===== config.mk =====
export PLATFORM = sky130hd
export DESIGN_NAME = fetch_sequencer
export DESIGN_NICKNAME = d
export VERILOG_FILES = /design/src/rtl/fetch_sequencer.sv
export SDC_FILE = /design/constraint.sdc
export NUM_CORES = 1
export LEC_CHECK = 0
export ABC_AREA = 1
export ABC_CLOCK_PERIOD_IN_PS = 2900
export BUFFER_PORTS_ARGS = -buffer_cell sky130_fd_sc_hd__buf_2
export CAP_MARGIN = 20
export CORE_MARGIN = 1.5
export CORE_UTILIZATION = 58
export DETAILED_ROUTE_END_ITERATION = 7
export HOLD_SLACK_MARGIN = 0.03
export PLACE_DENSITY = 0.81
export SLEW_MARGIN = 20
export SYNTH_ARGS = -nofsm -noshare
export SYNTH_HDL_FRONTEND = slang
export SYNTH_SLANG_ARGS = --single-unit

===== constraint.sdc =====
create_clock -name clk -period 2.9 [get_ports clk]
set_input_delay 0.58 -clock clk [delete_from_list [all_inputs] [get_ports clk]]
set_output_delay 0.58 -clock clk [all_outputs]
set_load 0.02 [all_outputs]

===== src/rtl/fetch_sequencer.sv =====
// Instruction-fetch controller: owns the PC, sequences imem req/ack, applies branches and stalls,
// and absorbs a late fetch in a one-entry skid buffer. Optional watchdog: `define FETCH_TIMEOUT_EN.
module fetch_sequencer #(
    parameter int                ADDR_W      = 32,
    parameter int                DATA_W      = 32,
    parameter logic [ADDR_W-1:0] RESET_PC    = {ADDR_W{1'b0}},
    parameter int                MEM_TIMEOUT = 15
) (
    input  logic              clk,
    input  logic              rst,
    input  logic              stall_i,
    input  logic              branch_taken_i,
    input  logic [ADDR_W-1:0] branch_offset_i,
    output logic              imem_req_o,
    output logic [ADDR_W-1:0] imem_addr_o,
    input  logic              imem_ack_i,
    input  logic [DATA_W-1:0] imem_rdata_i,
    output logic [DATA_W-1:0] instr_o,
    output logic [ADDR_W-1:0] pc_o,
    output logic              instr_valid_o,
    output logic              fetch_error_o
);

    typedef enum logic [1:0] {
        ST_IDLE = 2'd0,
        ST_REQ  = 2'd1,
        ST_HOLD = 2'd2,
        ST_ERR  = 2'd3
    } state_t;

    localparam logic [ADDR_W-1:0] PC_STEP = ADDR_W'(3'd4);

    state_t            state_q, state_d;
    logic [ADDR_W-1:0] fetch_pc_q, fetch_pc_d;
    logic [ADDR_W-1:0] redirect_q, redirect_d;
    logic [DATA_W-1:0] instr_q, instr_d;
    logic [ADDR_W-1:0] pc_q, pc_d;
    logic              valid_q, valid_d;
    logic              skid_valid_q, skid_valid_d;
    logic [DATA_W-1:0] skid_instr_q, skid_instr_d;
    logic [ADDR_W-1:0] skid_pc_q, skid_pc_d;
    logic              drop_q, drop_d;
    logic              req_q, req_d;

    logic              consume_s;
    logic              branch_s;
    logic              ack_s;
    logic [ADDR_W-1:0] target_s;

`ifdef FETCH_TIMEOUT_EN
    localparam int CNT_W = $clog2(MEM_TIMEOUT + 1);
    logic [CNT_W-1:0] cnt_q, cnt_d;
    logic             err_q, err_d;
`endif

    // Next-state, datapath and handshake decisions for the whole fetch stage.
    always_comb begin
        consume_s = valid_q && !stall_i;
        branch_s  = consume_s && branch_taken_i;
        ack_s     = req_q && imem_ack_i;
        target_s  = pc_q + PC_STEP + (branch_offset_i << 2);

        state_d      = state_q;
        fetch_pc_d   = fetch_pc_q;
        redirect_d   = redirect_q;
        instr_d      = instr_q;
        pc_d         = pc_q;
        valid_d      = valid_q;
        skid_valid_d = skid_valid_q;
        skid_instr_d = skid_instr_q;
        skid_pc_d    = skid_pc_q;
        drop_d       = drop_q;

        case (state_q)
            ST_IDLE: begin
                state_d = ST_REQ;
            end
            ST_REQ: begin
                // The skid buffer is always empty here; it only fills on the way into HOLD.
                if (branch_s) begin
                    valid_d      = 1'b0;
                    skid_valid_d = 1'b0;
                    if (ack_s) begin
                        fetch_pc_d = target_s;
                    end else begin
                        drop_d     = 1'b1;
                        redirect_d = target_s;
                    end
                end else if (ack_s && drop_q) begin
                    drop_d     = 1'b0;
                    fetch_pc_d = redirect_q;
                end else if (ack_s) begin
                    fetch_pc_d = fetch_pc_q + PC_STEP;
                    if (!valid_q || consume_s) begin
                        instr_d = imem_rdata_i;
                        pc_d    = fetch_pc_q;
                        valid_d = 1'b1;
                    end else begin
                        skid_instr_d = imem_rdata_i;
                        skid_pc_d    = fetch_pc_q;
                        skid_valid_d = 1'b1;
                        state_d      = ST_HOLD;
                    end
                end else if (consume_s) begin
                    valid_d = 1'b0;
                end else begin
                    valid_d = valid_q;
                end
            end
            ST_HOLD: begin
                if (branch_s) begin
                    valid_d      = 1'b0;
                    skid_valid_d = 1'b0;
                    fetch_pc_d   = target_s;
                    state_d      = ST_REQ;
                end else if (consume_s) begin
                    instr_d      = skid_instr_q;
                    pc_d         = skid_pc_q;
                    valid_d      = 1'b1;
                    skid_valid_d = 1'b0;
                    state_d      = ST_REQ;
                end else begin
                    state_d = ST_HOLD;
                end
            end
            ST_ERR: begin
                valid_d = 1'b0;
                state_d = ST_ERR;
            end
            default: begin
                state_d = ST_IDLE;
            end
        endcase

`ifdef FETCH_TIMEOUT_EN
        cnt_d = cnt_q;
        err_d = err_q;
        if (req_q && !imem_ack_i) begin
            cnt_d = cnt_q + CNT_W'(1'b1);
            if (cnt_d == CNT_W'(MEM_TIMEOUT)) begin
                state_d      = ST_ERR;
                valid_d      = 1'b0;
                skid_valid_d = 1'b0;
                drop_d       = 1'b0;
                err_d        = 1'b1;
            end else begin
                err_d = err_q;
            end
        end else if (ack_s) begin
            cnt_d = {CNT_W{1'b0}};
        end else begin
            cnt_d = cnt_q;
        end
`endif

        req_d = (state_d == ST_REQ);
    end

    // State and datapath registers with synchronous reset.
    always_ff @(posedge clk) begin
        if (rst) begin
            state_q      <= ST_IDLE;
            fetch_pc_q   <= RESET_PC;
            redirect_q   <= RESET_PC;
            instr_q      <= {DATA_W{1'b0}};
            pc_q         <= {ADDR_W{1'b0}};
            valid_q      <= 1'b0;
            skid_valid_q <= 1'b0;
            skid_instr_q <= {DATA_W{1'b0}};
            skid_pc_q    <= {ADDR_W{1'b0}};
            drop_q       <= 1'b0;
            req_q        <= 1'b0;
`ifdef FETCH_TIMEOUT_EN
            cnt_q        <= {CNT_W{1'b0}};
            err_q        <= 1'b0;
`endif
        end else begin
            state_q      <= state_d;
            fetch_pc_q   <= fetch_pc_d;
            redirect_q   <= redirect_d;
            instr_q      <= instr_d;
            pc_q         <= pc_d;
            valid_q      <= valid_d;
            skid_valid_q <= skid_valid_d;
            skid_instr_q <= skid_instr_d;
            skid_pc_q    <= skid_pc_d;
            drop_q       <= drop_d;
            req_q        <= req_d;
`ifdef FETCH_TIMEOUT_EN
            cnt_q        <= cnt_d;
            err_q        <= err_d;
`endif
        end
    end

    assign imem_req_o    = req_q;
    assign imem_addr_o   = fetch_pc_q;
    assign instr_o       = instr_q;
    assign pc_o          = pc_q;
    assign instr_valid_o = valid_q;
`ifdef FETCH_TIMEOUT_EN
    assign fetch_error_o = err_q;
`else
    assign fetch_error_o = 1'b0;
`endif

endmodule


==> results of run 1 <==
cells in the mapped netlist (all sizes together):
master | number | area, um2
a211oi | 2 | 15.0
a31oi | 66 | 413
a21oi | 94 | 470
o2111ai | 1 | 8.76
a221oi | 2 | 17.5
and2 | 1 | 6.26
o21ai | 200 | 1000
clkbuf | 48 | 180
o211ai | 11 | 87.6
dfxtp | 197 | 3940
a21o | 5 | 37.5
xnor2 | 4 | 35.0
ha | 62 | 776
o21bai | 1 | 7.51
buf | 39 | 250
a32o | 1 | 10.0
inv | 220 | 828
fa | 1 | 20.0
clkinv | 1 | 3.75
or2 | 1 | 6.26
nand3 | 75 | 375
conb | 1 | 3.75
o21a | 1 | 7.51
nor2 | 190 | 753
nand3b | 5 | 37.5
nand2 | 545 | 2080
a32oi | 1 | 8.76
nand4 | 6 | 37.5
o22ai | 4 | 25.0
nor3 | 3 | 15.0
xor2 | 12 | 105
path summary, 6_finish.rpt:
kind | from | end | slack (ps) | depth (start not counted)
hold / removal | imem_rdata_i[12] | skid_instr_q[12] | 360 | 3
hold reg to reg | redirect_q[3] | redirect_q[3] | 460 | 2
setup / recovery | pc_o[3] | imem_addr_o[15] | 320 | 12
setup reg to reg | pc_o[3] | imem_addr_o[15] | 320 | 12
cells by family after synthesis:
logic type                 after synthesis  share of synthesized area
and+or+nand+nor                        826                      0.286
other                                    1                   0.000324
AOI/OAI and AO/OA                      389                      0.182
buffers and inverters                  308                      0.109
DFF                                    197                      0.341
adders and majority gates               63                     0.0688
xor gates and xnor gates                16                     0.0121
layer usage:
layer / track usage / vias up
met1: 0.430 / 5520
met4: 0.156 / 0
met5: 0 / -
met3: 0.0470 / 85
li1: - / 6032
met2: 0.549 / 502
sequential cells by signal, indices dropped and copies added (netlist names):
name / flops
skid_pc_q: 32
instr_o: 32
imem_req_o: 1
pc_o: 32
instr_valid_o: 1
state_q: 2
drop_q: 1
skid_instr_q: 32
redirect_q: 32
imem_addr_o: 32
power by group:
| group | leakage, nW | internal, mW | switching, mW | total (mW) |
|---|---|---|---|---|
| clock | 0.289 | 1.18 | 1.24 | 2.42 |
| combinational | 4.69 | 0.518 | 1.03 | 1.55 |
| sequential | 1.61 | 2.84 | 0.163 | 3.01 |
| total | 6.58 | 4.54 | 2.43 | 6.98 |
critical path: stages (launching register included):
cell,delay [ps]
sky130_fd_sc_hd__dfxtp_1,330
sky130_fd_sc_hd__ha_1,270
sky130_fd_sc_hd__ha_1,290
sky130_fd_sc_hd__fa_1,410
sky130_fd_sc_hd__nand3_1,110
sky130_fd_sc_hd__nand3_1,160
sky130_fd_sc_hd__nand3_1,120
sky130_fd_sc_hd__nand3b_1,150
sky130_fd_sc_hd__or2_2,320
sky130_fd_sc_hd__nand3_1,80
sky130_fd_sc_hd__nand2_1,50
sky130_fd_sc_hd__a21oi_1,130
sky130_fd_sc_hd__nor2_1,50
layout make-up:
class | instances | area, um2 | area share
Multi-Input combinational cell | 1295 | 6370 | 0.486
Sequential cell | 197 | 3940 | 0.301
Timing Repair Buffer | 182 | 1020 | 0.0778
Inverter | 221 | 836 | 0.0638
Clock buffer | 18 | 439 | 0.0335
Tap cell | 265 | 332 | 0.0253
Clock inverter | 14 | 161 | 0.0123
layout by cell type (no fill, tap or decap), drive strengths merged, types with 12 or more instances in the layout:
| cell type | n |
|---|---|
| xor2 | 12 |
| ha | 62 |
| a21oi | 94 |
| nand2 | 545 |
| dfxtp | 197 |
| nand3 | 75 |
| buf | 182 |
| clkbuf | 18 |
| inv | 227 |
| o21ai | 200 |
| a31oi | 66 |
| nor2 | 190 |
==> impl_summary.log, run 1 <==
INFO  metric outcome = finished, final reports clean
INFO  metric min_path_type = input pin to flop
INFO  metric slew_viol_final = 0
INFO  metric pwr_density_cell = 533 nW/um2
INFO  metric tightest_slew = 796 ps
INFO  metric peakVddDrop = 0.443 mV
INFO  metric chipHeight = 144 um
INFO  metric post-cts-setup-buffer-count = 0
INFO  metric synthesized_netlist_cell_count = 1,800
INFO  metric numCtsBuffers = 17
INFO  metric routed-via-count = 12,139
INFO  metric timing.clock.skew = about 9.5 ps
INFO  metric route.detailed.vias_per_inst = between 5 and 6
INFO  metric synth_cell_types = 42
INFO  metric maxcap_viol_count = 0
INFO  metric design_area = 13,100 um2
INFO  metric grt_first_pass_wirelength = about 54,000 um
INFO  metric crit_arrival = 2920 ps
INFO  metric syn-num-nets = 1,932
INFO  metric grt.total_usage = 0.333
INFO  metric top_level_ports = about 170
INFO  metric syn_avg_cell_area = roughly 6.4 um2
INFO  metric tritoncts = done
INFO  metric cts.root.buffer_cell = sky130_fd_sc_hd__clkbuf_16
INFO  metric final_antenna_net_count = 0
INFO  metric standard_cell_rows = 51
INFO  metric cts_sinks = 197
INFO  metric setup_viol_count_final = 0
INFO  metric rsz0062_at_grt = no
INFO  metric layout_setup_ws = 322 ps
INFO  metric met3WireLength = 2760 um
INFO  metric diodes = 0
INFO  metric synth_area = 11,600 um2
INFO  metric fmax = 388 MHz
INFO  metric overflow_after_grt = 0
INFO  metric met2RoutedLength = between 15,000 and 20,000 um
INFO  metric grt_antenna_before_repair = 0
INFO  metric hold_buffers = 0
INFO  metric critical_path.max_fanout = 4
INFO  metric gp_routability_congestion = a little under 1
INFO  metric highest-signal-layer = met4
INFO  metric leakagePower = 6.58 nW
INFO  metric hold_violations = 0
INFO  metric layout.filler_cells = 1,808
INFO  metric route.final.wire_length = 34,200 um
INFO  metric instances_no_fill = about 2,200
INFO  metric design_power_total = approximately 7 mW
INFO  metric drc = 0
INFO  metric setup.worst_path.end_class = flop
INFO  metric place.detailed.hpwl = 23,800 um
INFO  metric initialDrtViolationCount = 1,084
INFO  metric ctsLongestPathBuffers = 2
INFO  metric min_period_over_period = 0.889
INFO  metric core_area = approximately 20,000 um2
INFO  metric clk_transition_reported_paths = about 80 ps
INFO  metric areaGrowthSynthToFinish = 13.2%
INFO  metric fin_tns_setup = 0 ps
INFO  metric drt-pass1-iter-count = 5
INFO  metric synth-seq-area-share = 0.341
INFO  metric final_period_minus_worst_setup_slack = 2580 ps
INFO  metric area_of_the_die = 20,800 um2
INFO  metric placedCellCount = 2,160
INFO  metric final_core_utilization = 0.671
INFO  metric count_of_input_and_output_buffers = 164
INFO  metric placement.cell_area = 12,500 um2
INFO  metric final_layout_size_suffix_gt1_frac = 0.130
INFO  metric chipWidth = 144 um
INFO  metric relSlewSlack = 0.469
INFO  metric wire_length_on_met1 = between 10,000 and 15,000 um
INFO  metric pre_cts_slack = 18.5 ps
INFO  metric grt_pass1_vias = 11,093
INFO  metric worst-endpoint-required = 3250 ps
INFO  metric postCtsResizedCells = 0
INFO  metric wl_per_cell = 15.6 um
INFO  metric category_of_the_worst_setup_path_launch_point = flop
INFO  metric yosys_warnings = 0
INFO  metric htree_levels = 4
INFO  metric grt_start_max_net_pins = 97
INFO  metric timing.hold.ws = approximately 360 ps
INFO  metric clk_latency = 450 ps
INFO  metric finish.net_count = around 2,000
INFO  metric crit_type = flop to flop
INFO  metric starting_density_of_the_core = 0.592
INFO  metric synth.ff_latch_count = 197
No activity file was read; power rests on OpenSTA's default activity.
==> inputs of run 2 (changes only) <==
--- a/config.mk
+++ b/config.mk
@@ -9,7 +9,7 @@
 export ABC_CLOCK_PERIOD_IN_PS = 2900
 export BUFFER_PORTS_ARGS = -buffer_cell sky130_fd_sc_hd__buf_2
 export CAP_MARGIN = 20
-export CORE_MARGIN = 1.5
+export CORE_MARGIN = 1
 export CORE_UTILIZATION = 58
 export DETAILED_ROUTE_END_ITERATION = 7
 export HOLD_SLACK_MARGIN = 0.03
==> impl_summary.log, run 2 (synthesis results as in run 1) <==
INFO  metric outcome = finished, final reports clean
INFO  metric chipHeight = 143 um (-0.69%)
INFO  metric relSlewSlack = 0.467 (-0.00187)
INFO  metric path_common_cell = sky130_fd_sc_hd__nand2_1
INFO  metric starting_density_of_the_core = 0.592 (unchanged)
INFO  metric tightest_slew = 799 ps (+2.81 ps)
INFO  metric postCtsResizedCells = 0 (unchanged)
INFO  metric grt_start_max_net_pins = 97 (unchanged)
INFO  metric setup.worst_path.end_class = flop
INFO  metric top_level_ports = 168 (unchanged)
INFO  metric fin_tns_setup = 0 ps (unchanged)
INFO  metric comb_power_share = 0.219 (-0.003)
INFO  metric pre_cts_slack = 8.15 ps (-10.3 ps)
INFO  metric timing.critical_path.cells = ha_1 -> ha_1 -> fa_1 -> nand3_1 -> nand3_1 -> nand2_1 -> nand2_1 -> nand2_1 -> nand3_1 -> nand2_1 -> nand2_1 -> nand2_1 -> nand3_1 -> nand2_1 -> inv_1
INFO  metric fraction_of_power_consumed_by_sequential_logic = 0.427 (-0.004)
INFO  metric peakVddDrop = 0.445 mV (+0.44%)
INFO  metric cell_internal_pwr = 4.68 mW (+2.9%)
INFO  metric rr_startpoint = pc_o[3]
INFO  metric clk_transition_reported_paths = 80 ps (about the same)
INFO  metric crit_type = flop to flop
INFO  metric leakagePower = 6.59 nW (+0.19%)
INFO  metric area_of_the_die = 20,500 um2 (-1.4%)
INFO  metric min_path_cells = 3 (unchanged)
INFO  metric final_antenna_net_count = 0 (unchanged)
INFO  metric pwr_density_cell = 536 nW/um2 (+0.60%)
INFO  metric cts.root.buffer_cell = sky130_fd_sc_hd__clkbuf_16
INFO  metric grt_first_pass_wirelength = 54,100 um (-0.49%)
INFO  metric final_core_utilization = 0.672 (+0.00103)
INFO  metric standard_cell_rows = 51 (unchanged)
INFO  metric finish.net_count = 2,048 (+0.098%)
INFO  metric timing.hold.worst.start = imem_rdata_i[13]
INFO  metric rsz0062_at_grt = no
INFO  metric power.switching_fraction = 0.334 (-0.0140)
INFO  metric drt-pass1-iter-count = 7 (+2)
INFO  metric chipWidth = 143 um (-0.69%)
INFO  metric worst-endpoint-required = 3240 ps (about the same)
INFO  metric worst_hold_path.endpoint = skid_instr_q[13]
INFO  metric tritoncts = done
INFO  metric grt_pass1_vias = 11,060 (-0.30%)
INFO  metric gp_routability_congestion = 0.983 (-0.81%)
INFO  metric timing.clock.skew = 10.2 ps (+0.637 ps)
INFO  metric hold_violations = 0 (unchanged)
INFO  metric timing.critical_path.slowest_stage_cell = sky130_fd_sc_hd__fa_1
INFO  metric count_of_input_and_output_buffers = 164 (unchanged)
INFO  metric initialDrtViolationCount = 922 (-15%)
INFO  metric clk_latency = 440 ps (about the same)
INFO  metric diodes = 0 (unchanged)
INFO  metric crit_arrival = 2950 ps (+30 ps)
INFO  metric critical_path.max_fanout = 4 (unchanged)
INFO  metric min_period_over_period = 0.900 (+0.0106)
INFO  metric r2r_cells = 15 (+3)
INFO  metric min_path_type = input pin to flop
INFO  metric fmax = 383 MHz (-1.2%)
INFO  metric place.detailed.hpwl = 23,600 um (-0.80%)
INFO  metric critical_path.reg2reg.endpoint = imem_addr_o[25]
INFO  metric route.final.wire_length = 33,800 um (-1.3%)
INFO  metric ctsLongestPathBuffers = 2 (unchanged)
INFO  metric cts_sinks = 197 (unchanged)
INFO  metric hold_buffers = 0 (unchanged)
INFO  metric layout_common_cells = sky130_fd_sc_hd__nand2_1 (537), sky130_fd_sc_hd__inv_1 (205), sky130_fd_sc_hd__dfxtp_1 (197)
INFO  metric final_period_minus_worst_setup_slack = 2610 ps (+30.8 ps)
INFO  metric layout.filler_cells = 1,847 (+2.2%)
INFO  metric maxcap_viol_count = 0 (unchanged)
INFO  metric post-cts-setup-buffer-count = 0 (unchanged)
INFO  metric grt_antenna_before_repair = 0 (unchanged)
INFO  metric routed-via-count = 12,026 (-0.93%)
INFO  metric route.detailed.vias_per_inst = 5.48 (-1.0%)
INFO  metric numCtsBuffers = 17 (unchanged)
INFO  metric core_area = 19,500 um2 (unchanged)
INFO  metric crit_path_max_incr_delay = 410 ps (about the same)
INFO  metric overflow_after_grt = 0 (unchanged)
INFO  metric areaGrowthSynthToFinish = 13.4%
INFO  metric reg2reg_setup_slack = 290 ps (-30 ps)
INFO  metric slew_viol_final = 0 (unchanged)
INFO  metric layout.cells.most_common = sky130_fd_sc_hd__nand2_1
INFO  metric power_switching = 2.35 mW (-3.3%)
INFO  metric drc = 0 (unchanged)
INFO  metric setup_viol_count_final = 0 (unchanged)
INFO  metric grt.total_usage = 0.337 (+0.00396)
INFO  metric fraction_of_power_consumed_by_the_clock_network = 0.353 (+0.006)
INFO  metric htree_levels = 4 (unchanged)
INFO  metric layout_setup_ws = 291 ps (-30.8 ps)
INFO  metric wl_per_cell = 15.4 um (-1.4%)
INFO  metric category_of_the_worst_setup_path_launch_point = flop
INFO  metric final_layout_size_suffix_gt1_frac = 0.131 (+0.000383)
-- run 2: changes by cell type in the layout (fill, tap and decap cells not counted) --
cell,delta
sky130_fd_sc_hd__buf_4,+3
sky130_fd_sc_hd__bufinv_16,+2
sky130_fd_sc_hd__clkinv_8,-2
sky130_fd_sc_hd__buf_12,-1
sky130_fd_sc_hd__clkbuf_1,+1
sky130_fd_sc_hd__clkbuf_8,-1
sky130_fd_sc_hd__clkinv_4,+1
sky130_fd_sc_hd__inv_6,-1
-- run 2: final cells by class --
| cell class | count | area [um2] | share of cell area |
|---|---|---|---|
| Sequential cell | 197 | 3940 | 0.301 |
| Multi-Input combinational cell | 1295 | 6370 | 0.485 |
| Tap cell | 265 | 332 | 0.0253 |
| Clock inverter | 14 | 189 | 0.0144 |
| Clock buffer | 18 | 429 | 0.0327 |
| Inverter | 221 | 836 | 0.0637 |
| Timing Repair Buffer | 184 | 1020 | 0.0778 |
-- run 2: metrics by stage --
| step | hold slack (ps) | total power, mW | cells | instance area (um2) |
|---|---|---|---|---|
| global placement | 437 | 4.54 | 2162 | 12500 |
| global route | 376 | 7.33 | 2194 | 13100 |
| floorplan | 425 | 4.07 | 1800 | 11600 |
| finish | 369 | 7.03 | 2194 | 13100 |
| CTS | 361 | 7.03 | 2194 | 13100 |
| detailed placement | 450 | 4.57 | 2162 | 12500 |
-- run 2: critical path: cells and delay by family (launching register included) --
family / cells / cell delay, ps
adders and majority gates: 3 / 980
buffers and inverters: 1 / 40
DFF: 1 / 330
and+or+nand+nor: 11 / 1160
-- run 2: worst max-delay path by stage --
stage / start / to / slack, ps
after floorplan: branch_offset_i[1] / imem_addr_o[15] / 320
after global placement: branch_offset_i[1] / imem_addr_o[15] / 30
after detailed placement: branch_offset_i[1] / imem_addr_o[15] / 8
after CTS: pc_o[3] / imem_addr_o[15] / 350
after global routing: pc_o[3] / imem_addr_o[25] / 100
final: pc_o[3] / imem_addr_o[25] / 290
-- run 2: per-layer routing --
layer	GRT usage	vias to the layer above	share of wire
li1	-	6035	-
met1	0.435	5412	0.43
met2	0.551	498	0.45
met3	0.0600	81	0.080
met4	0.141	0	0.033
met5	0	-	0
-- run 2: power groups by stage --
stage / Clock [mW] / Sequential [mW] / Combinational (mW)
floorplan: 0 / 3.16 / 0.906
global placement: 0 / 3.06 / 1.49
detailed placement: 0 / 3.06 / 1.51
CTS: 2.51 / 3.00 / 1.52
global route: 2.61 / 3.02 / 1.71
finish: 2.48 / 3.00 / 1.54
==> inputs of run 3 (changes only) <==
--- a/config.mk
+++ b/config.mk
@@ -9,6 +9,7 @@
 export ABC_CLOCK_PERIOD_IN_PS = 2900
 export BUFFER_PORTS_ARGS = -buffer_cell sky130_fd_sc_hd__buf_2
 export CAP_MARGIN = 20
+export CORE_ASPECT_RATIO = 1.25
 export CORE_MARGIN = 1
 export CORE_UTILIZATION = 58
 export DETAILED_ROUTE_END_ITERATION = 7
==> impl_summary.log, run 3 (synthesis results as in run 1) <==
INFO  metric chipWidth = 128 um (-10%)
INFO  metric numCtsBuffers = 17 (unchanged)
INFO  metric chipHeight = 160 um (+12%)
INFO  metric timing.clock.skew = 12.7 ps (+2.53 ps)
INFO  metric layout.cells.most_common = sky130_fd_sc_hd__nand2_1
INFO  metric standard_cell_rows = 57 (+12%)
INFO  metric wl_per_cell = 15.5 um (+0.55%)
INFO  metric grt_start_max_net_pins = 97 (unchanged)
INFO  metric crit_arrival = 2920 ps (-30 ps)
INFO  metric relSlewSlack = 0.503 (+0.0358)
INFO  metric initialDrtViolationCount = 1,022 (+11%)
INFO  metric power.switching_fraction = 0.340 (+0.00540)
INFO  metric timing.critical_path.cells = ha_1 -> ha_1 -> fa_1 -> nand3_1 -> nand3_1 -> nand3_1 -> nand3b_1 -> or2_2 -> nand3_1 -> nand2_1 -> a21oi_1 -> nor2_1
INFO  metric layout_common_cells = sky130_fd_sc_hd__nand2_1 (537), sky130_fd_sc_hd__inv_1 (205), sky130_fd_sc_hd__dfxtp_1 (197)
INFO  metric layout_setup_ws = 312 ps (+21.3 ps)
INFO  metric min_path_type = input pin to flop
INFO  metric slew_viol_final = 0 (unchanged)
INFO  metric path_common_cell = sky130_fd_sc_hd__nand3_1
INFO  metric drt-pass1-iter-count = 5 (-2)
INFO  metric ctsLongestPathBuffers = 2 (unchanged)
INFO  metric cts_sinks = 197 (unchanged)
INFO  metric fraction_of_power_consumed_by_sequential_logic = 0.427 (about the same)
INFO  metric htree_levels = 4 (unchanged)
INFO  metric fin_tns_setup = 0 ps (unchanged)
INFO  metric core_area = 19,500 um2 (-0.29%)
INFO  metric crit_type = flop to flop
INFO  metric placedCellCount = 2,163 (+0.046%)
INFO  metric areaGrowthSynthToFinish = 13.7%
INFO  metric hold_buffers = 0 (unchanged)
INFO  metric grt_pass1_vias = 11,038 (-0.20%)
INFO  metric maxcap_viol_count = 0 (unchanged)
INFO  metric leakagePower = 6.61 nW (+0.30%)
INFO  metric postCtsResizedCells = 0 (unchanged)
INFO  metric post-cts-setup-buffer-count = 0 (unchanged)
INFO  metric final_antenna_net_count = 0 (unchanged)
INFO  metric rsz0062_at_grt = no
INFO  metric area_of_the_die = 20,500 um2 (about the same)
INFO  metric diodes = 0 (unchanged)
INFO  metric clk_latency = 440 ps (about the same)
INFO  metric pwr_density_cell = 534 nW/um2 (-0.35%)
INFO  metric final_core_utilization = 0.676 (+0.00374)
INFO  metric gp_routability_congestion = 0.964 (-1.9%)
INFO  metric category_of_the_worst_setup_path_launch_point = flop
INFO  metric fmax = 386 MHz (+0.82%)
INFO  metric pre_cts_slack = 7.73 ps (-0.424 ps)
INFO  metric grt_first_pass_wirelength = 54,300 um (+0.43%)
INFO  metric cell_internal_pwr = 4.64 mW (-0.90%)
INFO  metric crit_path_max_incr_delay = 410 ps (about the same)
INFO  metric critical_path.max_fanout = 4 (unchanged)
INFO  metric outcome = finished, final reports clean
INFO  metric top_level_ports = 168 (unchanged)
INFO  metric hold_violations = 0 (unchanged)
INFO  metric worst-endpoint-required = 3230 ps (about the same)
INFO  metric starting_density_of_the_core = 0.594 (+0.00171)
INFO  metric setup.worst_path.end_class = flop
INFO  metric setup_viol_count_final = 0 (unchanged)
INFO  metric count_of_input_and_output_buffers = 164 (unchanged)
INFO  metric final_period_minus_worst_setup_slack = 2590 ps (-21.3 ps)
INFO  metric route.detailed.vias_per_inst = 5.50 (+0.41%)
INFO  metric timing.hold.ws = 374 ps (+4.42 ps)
INFO  metric instances_no_fill = 2,195 (+0.046%)
INFO  metric route.final.wire_length = 34,000 um (+0.59%)
INFO  metric routed-via-count = 12,081 (+0.46%)
INFO  metric fraction_of_power_consumed_by_the_clock_network = 0.353 (about the same)
INFO  metric cts.root.buffer_cell = sky130_fd_sc_hd__clkbuf_16
INFO  metric power_switching = 2.39 mW (+1.5%)
INFO  metric grt.total_usage = 0.334 (-0.00322)
INFO  metric place.detailed.hpwl = 24,000 um (+1.4%)
INFO  metric tightest_slew = 745 ps (-53.6 ps)
INFO  metric final_layout_size_suffix_gt1_frac = 0.132 (+0.000969)
INFO  metric timing.critical_path.slowest_stage_cell = sky130_fd_sc_hd__fa_1
INFO  metric comb_power_share = 0.220 (about the same)
INFO  metric peakVddDrop = 0.537 mV (+21%)
INFO  metric finish.net_count = 2,049 (+0.049%)
INFO  metric drc = 0 (unchanged)
INFO  metric tritoncts = done
INFO  metric grt_antenna_before_repair = 0 (unchanged)
INFO  metric overflow_after_grt = 0 (unchanged)
INFO  metric min_period_over_period = 0.892 (-0.00734)
INFO  metric clk_transition_reported_paths = 80 ps (about the same)
-- run 3: critical path: cells and delay by family (launching register included) --
family | cells | cell delay [ps]
AO/OA/AOI/OAI | 1 | 140
adder cells (fa/ha/maj) | 3 | 970
flip-flops | 1 | 340
AND/OR/NAND/NOR | 8 | 1030
-- run 3: cell type report --
class | count | area [um2]
clock buffer | 18 | 439
fill | 1793 | 6320
tap | 265 | 332
timing repair buffer | 185 | 1050
inverter | 221 | 836
sequential | 197 | 3940
multi-input combinational | 1295 | 6370
clock inverter | 14 | 181
-- run 3: final timing paths --
| kind | start | end | slack [ps] | cells after the start |
|---|---|---|---|---|
| setup / recovery | pc_o[3] | imem_addr_o[15] | 310 | 12 |
| hold / removal | imem_rdata_i[25] | skid_instr_q[25] | 370 | 3 |
| setup reg to reg | pc_o[3] | imem_addr_o[15] | 310 | 12 |
| hold reg to reg | redirect_q[3] | redirect_q[3] | 460 | 2 |
-- run 3: power groups by stage --
| stage | Clock, mW | Sequential (mW) | Combinational [mW] |
|---|---|---|---|
| 2_1_floorplan | 0 | 3.16 | 0.906 |
| 3_3_place_gp | 0 | 3.05 | 1.49 |
| 3_5_place_dp | 0 | 3.05 | 1.52 |
| 4_1_cts | 2.49 | 2.99 | 1.53 |
| 5_1_grt | 2.62 | 3.01 | 1.70 |
| 6_report | 2.48 | 3.00 | 1.54 |
-- run 3: per-layer routing --
layer	GRT usage	part of all wire	wire (um)
met4	0.152	0.041	1410
met3	0.0513	0.065	2210
met2	0.564	0.48	16200
met5	0	0	0
met1	0.413	0.42	14200
-- run 3: stage by stage --
step | cell area, um2 | power [mW]
after global routing | 13200 | 7.33
final | 13200 | 7.02
after floorplan | 11600 | 4.07
after CTS | 13200 | 7.01
after detailed placement | 12500 | 4.57
after global placement | 12500 | 4.54
